<file path="config.mk">
export PLATFORM = sky130hd
export DESIGN_NAME = text_write_sequencer
export DESIGN_NICKNAME = d
export VERILOG_FILES = /design/src/rtl/text_write_sequencer.sv
export SDC_FILE = /design/constraint.sdc
export NUM_CORES = 1
export LEC_CHECK = 0
export CAP_MARGIN = 20
export CORE_ASPECT_RATIO = 1.5
export CORE_MARGIN = 3
export CORE_UTILIZATION = 51
export CTS_CLUSTER_SIZE = 12
export DETAILED_ROUTE_END_ITERATION = 10
export GPL_TIMING_DRIVEN = 0
export PLACE_DENSITY_LB_ADDON = 0.08
export SLEW_MARGIN = 40
export SYNTH_ARGS = -nofsm -noshare
export SYNTH_HDL_FRONTEND = slang
export SYNTH_SLANG_ARGS = --single-unit
export TNS_END_PERCENT = 50
</file>
<file path="constraint.sdc">
create_clock -name clk -period 2.6 [get_ports clk]
set_input_delay 0.52 -clock clk [delete_from_list [all_inputs] [get_ports clk]]
set_output_delay 0.52 -clock clk [all_outputs]
set_load 0.03 [all_outputs]
</file>
<file path="src/rtl/text_write_sequencer.sv">
// Cursor-tracking write sequencer for the VGA text RAM: one registered RAM write per accepted byte,
// full-screen clear at one cell per cycle, and a one-deep echo slot that waits out tx_busy.
module text_write_sequencer #(
    parameter int COLS     = 32,
    parameter int ROWS     = 4,
    parameter int HOME_ROW = 1,
    parameter int HOME_COL = 0
) (
    input  logic                    clk,
    input  logic                    reset,
    input  logic                    rx_valid,
    input  logic [7:0]              rx_data,
    input  logic                    clear_req,
    input  logic                    tx_busy,
    output logic                    ram_we,
    output logic [$clog2(ROWS)-1:0] ram_row,
    output logic [$clog2(COLS)-1:0] ram_col,
    output logic [7:0]              ram_wdata,
    output logic [$clog2(ROWS)-1:0] cur_row,
    output logic [$clog2(COLS)-1:0] cur_col,
    output logic                    tx_start,
    output logic [7:0]              tx_data,
    output logic                    busy,
    output logic [7:0]              drop_cnt
);

    localparam int RW = $clog2(ROWS);
    localparam int CW = $clog2(COLS);
    localparam int AW = RW + CW;

    localparam logic [0:0] IDLE  = 1'b0;
    localparam logic [0:0] CLEAR = 1'b1;

    logic [0:0] state;
    logic       echo_pending;
    logic [7:0] echo_buf;

    logic          is_print;
    logic          is_newline;
    logic          is_bs;
    logic          is_ff;
    logic          accept;
    logic          start_clear;
    logic          drop;
    logic          echo_new;
    logic          echo_issue;
    logic [7:0]    echo_byte;
    logic [CW-1:0] adv_col;
    logic [RW-1:0] adv_row;
    logic [AW-1:0] clr_next;
    logic          clr_last;

    always_comb begin
        is_print    = (rx_data >= 8'h20) && (rx_data <= 8'h7E);
        is_newline  = (rx_data == 8'h0D) || (rx_data == 8'h0A);
        is_bs       = (rx_data == 8'h08);
        is_ff       = (rx_data == 8'h0C);
        // A byte arriving together with clear_req loses to the clear.
        accept      = rx_valid && (state == IDLE) && !clear_req;
        start_clear = (state == IDLE) && (clear_req || (accept && is_ff));
        drop        = rx_valid && ((state == CLEAR) || clear_req);
        echo_new    = accept && (is_print || is_newline || is_bs);
        echo_issue  = (echo_new || echo_pending) && !tx_busy && !tx_start;
        echo_byte   = echo_new ? rx_data : echo_buf;
        adv_col     = cur_col + CW'(1);
        adv_row     = (cur_col == '1) ? cur_row + RW'(1) : cur_row;
        clr_next    = {ram_row, ram_col} + AW'(1);
        clr_last    = ({ram_row, ram_col} == '1);
    end

    always_ff @(posedge clk or posedge reset) begin
        if (reset) begin
            state        <= IDLE;
            ram_we       <= 1'b0;
            ram_row      <= '0;
            ram_col      <= '0;
            ram_wdata    <= 8'h00;
            cur_row      <= RW'(HOME_ROW);
            cur_col      <= CW'(HOME_COL);
            tx_start     <= 1'b0;
            tx_data      <= 8'h00;
            busy         <= 1'b0;
            drop_cnt     <= 8'h00;
            echo_pending <= 1'b0;
            echo_buf     <= 8'h00;
        end else begin
            ram_we   <= 1'b0;
            tx_start <= 1'b0;

            if (echo_issue) begin
                tx_start     <= 1'b1;
                tx_data      <= echo_byte;
                echo_pending <= 1'b0;
            end else if (echo_new) begin
                echo_buf     <= rx_data;
                echo_pending <= 1'b1;
            end

            if (drop && (drop_cnt != 8'hFF)) begin
                drop_cnt <= drop_cnt + 8'd1;
            end

            case (state)
                IDLE: begin
                    if (start_clear) begin
                        state     <= CLEAR;
                        busy      <= 1'b1;
                        ram_we    <= 1'b1;
                        ram_row   <= '0;
                        ram_col   <= '0;
                        ram_wdata <= 8'h20;
                    end else if (accept && is_print) begin
                        ram_we    <= 1'b1;
                        ram_row   <= cur_row;
                        ram_col   <= cur_col;
                        ram_wdata <= rx_data;
                        cur_row   <= adv_row;
                        cur_col   <= adv_col;
                    end else if (accept && is_newline) begin
                        cur_row <= cur_row + RW'(1);
                        cur_col <= '0;
                    end else if (accept && is_bs && (cur_col != '0)) begin
                        ram_we    <= 1'b1;
                        ram_row   <= cur_row;
                        ram_col   <= cur_col - CW'(1);
                        ram_wdata <= 8'h20;
                        cur_col   <= cur_col - CW'(1);
                    end
                end
                default: begin
                    // The RAM address register doubles as the clear sweep counter.
                    if (clr_last) begin
                        state   <= IDLE;
                        busy    <= 1'b0;
                        cur_row <= RW'(HOME_ROW);
                        cur_col <= CW'(HOME_COL);
                    end else begin
                        ram_we               <= 1'b1;
                        {ram_row, ram_col}   <= clr_next;
                    end
                end
            endcase
        end
    end

endmodule

</file>
==> metrics, run 1 <==
status finished, final reports clean; Worst-path clk slew ~80 ps; WP data arrival 2680 ps; core area 4890 µm²; Remaining DRCs 0; Post-synth EDFFs 0; VDD IR max 0.662 mV; count of input and output buffers 51; FF+latch area 1280 µm²; Leakage 0.00149 µW; fin crit share 97.0%; R2R Path Start cur_col[0]; share of the synthesized area in the top cell type 48.1%; ys async rst share 100%; Slew @ Worst Pin 552 ps; max-cap viol count 0; R2R depth 8; RePlAce Congestion 0.879; hold buffer count at cts 0; Hold Fails Final Rpt 0; crit path max fanout 10; GRT Resource Usage Total between 20% and 30%; Die Y 93.5 µm; FF+latch count, synth 51; DP Area 3220 µm²; Num CTS Buffers 5; Cells on Worst Hold Path 1; r2r setup slk 210 ps; Switching Share between 40% and 50%; clock sinks 51; crit end category register; fill cell count 415; DR vias 2144; f_max 397 MHz; clock buffer depth 2; P_int 1820 µW; Critical Path RT 2760 ps; DIE AREA 6020 µm²; Gate power share 45.8%; dpl cells roughly 360; reg2reg end ram_wdata[7]; Synth area leader dfrtp_1; Critical Path Source Type primary input; sequential share of the synthesized area 49.1%; Slew Viols, Final 0; global-route wire length before repair 10100 µm; synth cell count leaders 50 x dfrtp_1, 17 x nor2_1, 16 x a21oi_1, 13 x nand2_1, 12 x inv_1; Rows 31; switching pwr 1250 µW; largest net degree at the start of global routing 31; hold_sp ram_wdata[7]; Antenna Cells 0; synth top area cells dfrtp_1 48%, xnor2_1 3.7%, a21oi_1 3.1%; Syn Nets 264; Via density 5.75; most frequent cell after synthesis dfrtp_1; area of the mapped netlist 2600 µm²; via count of the first global-routing pass 2113; detailed placement HPWL ~4400 µm; CTS tree yes; post-synthesis cell type count 57; WL per Instance ~16 µm; Layout Skew between 10 and 15 ps; H-tree levels 2; clock network power share 14.8%; initial antenna violation count 0; fin crit period 2520 ps; clk_lat worst skew 310 ps; clock tree root driver cell clkbuf_8; I/O pins 54; Crit Path Class primary input to register; non-filler instance count after layout 373; gr ovfl total 0; drt total wl 5990 µm; Detailed Routing Iterations Pass 1 4; Synth Flop Type dfrtp_1; Hold EP ram_wdata[7]; hold crit path type register to register; layout cells sized above 1 a little under a tenth; Final nets 325; Power Density about 910 nW/µm²; Max transition margin 62.3%; multi-input gate area in the final layout 1250 µm²; endpoints failing setup 0; Yosys warning count 0; initial core utilization 53.3%; 1st-iter DRT viols 157; die outline width between 60 and 70 µm; total power 3070 µW; Reg power frac 39.4%; synthesized area per cell 10.6 µm²; Final Cell Area 3360 µm²; RSZ-0062 raised after global routing false; Area Overhead vs Synth 29.2%; Syn Inst Count 245; antenna viol nets, final 0
==> routing by layer <==
layer  GRT usage [%]  vias to the layer above  wire, µm
li1                -                     1024         -
met1            25.0                     1072      2490
met2            38.4                       41      3250
met3            3.25                        7       160
met4            7.76                        0        93
met5               0                        -         0
==> power by group through the flow <==
stage | Sequential, µW | Combinational [µW] | Clock [µW]
after floorplan | 1570 | 503 | 0
after global placement | 1220 | 1390 | 0
after detailed placement | 1230 | 1410 | 0
after CTS | 1210 | 1420 | 474
after global routing | 1240 | 1510 | 494
final | 1210 | 1410 | 456
==> placed cells by master (no fill, tap or decap), drive strengths merged, types with 7 or more instances in the layout <==
cell	synthesis	routed
nor2	19	19
o21ai	11	11
dfrtp	50	50
nand2	13	13
clkdlybuf4s50	0	50
nand3	7	7
and3	7	7
inv	12	12
a21oi	16	16
buf	4	7
mux2	7	7
o22ai	7	7
xnor2	11	11
clkbuf	8	13
==> critical path, stage by stage <==
cell and delay (ps):
clkdlybuf4s50_1 520, or4b_4 510, a211oi_2 460, buf_2 330, nor2_1 60, a21oi_1 120, o221ai_1 160
==> state kept, by name (all words and copies together), names as in the netlist <==
signal	flops
busy	1
cur_col	5
cur_row	2
drop_cnt	8
echo_buf	8
echo_pending	1
ram_col	5
ram_row	2
ram_wdata	8
ram_we	1
state	1
tx_data	8
tx_start	1
==> repair_timing <==
action / in CTS / in global routing
buffers inserted: 0 / 2
gates resized for setup: 2 / 4
pin swaps: 0 / 2
cloned: 0 / 0
endpoints found under the hold margin: 0 / 0
setup endpoints to repair: 18 / 10
==> worst max-delay path by stage <==
stage,from,end,slack (ps),cells after the start
floorplan,clear_req,echo_buf[0],330,6
global placement,clear_req,echo_buf[0],-510,7
detailed placement,clear_req,echo_buf[6],-510,7
CTS,clear_req,echo_buf[6],30,7
global route,rx_valid,cur_col[1],10,7
finish,rx_valid,cur_col[1],80,7
==> stage by stage <==
| step | utilization (%) | worst slack (ps) | hold slack (ps) | setup TNS [ps] |
|---|---|---|---|---|
| floorplan | - | 331 | 459 | 0 |
| detailed placement | 65.9 | -508 | 474 | -12840 |
| global placement | 65.4 | -506 | 466 | -18640 |
| global route | 68.8 | 11.0 | 500 | 0 |
| CTS | 68.0 | 25.2 | 495 | 0 |
| finish | 68.8 | 78.5 | 492 | 0 |
==> layout make-up <==
type                            instances  share of cell area, %
Sequential cell                        51                   38.0
Multi-Input combinational cell        170                   37.3
Timing Repair Buffer                   54                   16.3
Tap cell                               66                   2.46
Clock buffer                            5                   2.05
Buffer                                 12                   1.93
Inverter                               12                   1.41
Clock inverter                          3                  0.595
==> kinds of logic after synthesis <==
| logic type | synth area share (%) |
|---|---|
| mux | 3.80 |
| fa+ha+maj | 2.88 |
| compound gates | 18.9 |
| buf+inv | 4.23 |
| xor+xnor | 5.38 |
| simple gates | 15.8 |
| flops | 49.1 |
Note: power is estimated with default switching activity, not from simulation.
==> inputs of run 2 (changes only) <==
--- a/config.mk
+++ b/config.mk
@@ -12,6 +12,7 @@
 export CTS_CLUSTER_SIZE = 12
 export DETAILED_ROUTE_END_ITERATION = 10
 export GPL_TIMING_DRIVEN = 0
+export HOLD_SLACK_MARGIN = 0.08
 export PLACE_DENSITY_LB_ADDON = 0.08
 export SLEW_MARGIN = 40
 export SYNTH_ARGS = -nofsm -noshare
==> results of run 2 <==
No change in the layout: final DEF, timing and power equal those of run 1.
==> inputs of run 3 (changes only) <==
--- a/config.mk
+++ b/config.mk
@@ -11,6 +11,7 @@
 export CORE_UTILIZATION = 51
 export CTS_CLUSTER_SIZE = 12
 export DETAILED_ROUTE_END_ITERATION = 10
+export GPL_ROUTABILITY_DRIVEN = 1
 export GPL_TIMING_DRIVEN = 0
 export HOLD_SLACK_MARGIN = 0.08
 export PLACE_DENSITY_LB_ADDON = 0.08
==> results of run 3 <==
No change in the layout: final DEF, timing and power equal those of run 1.
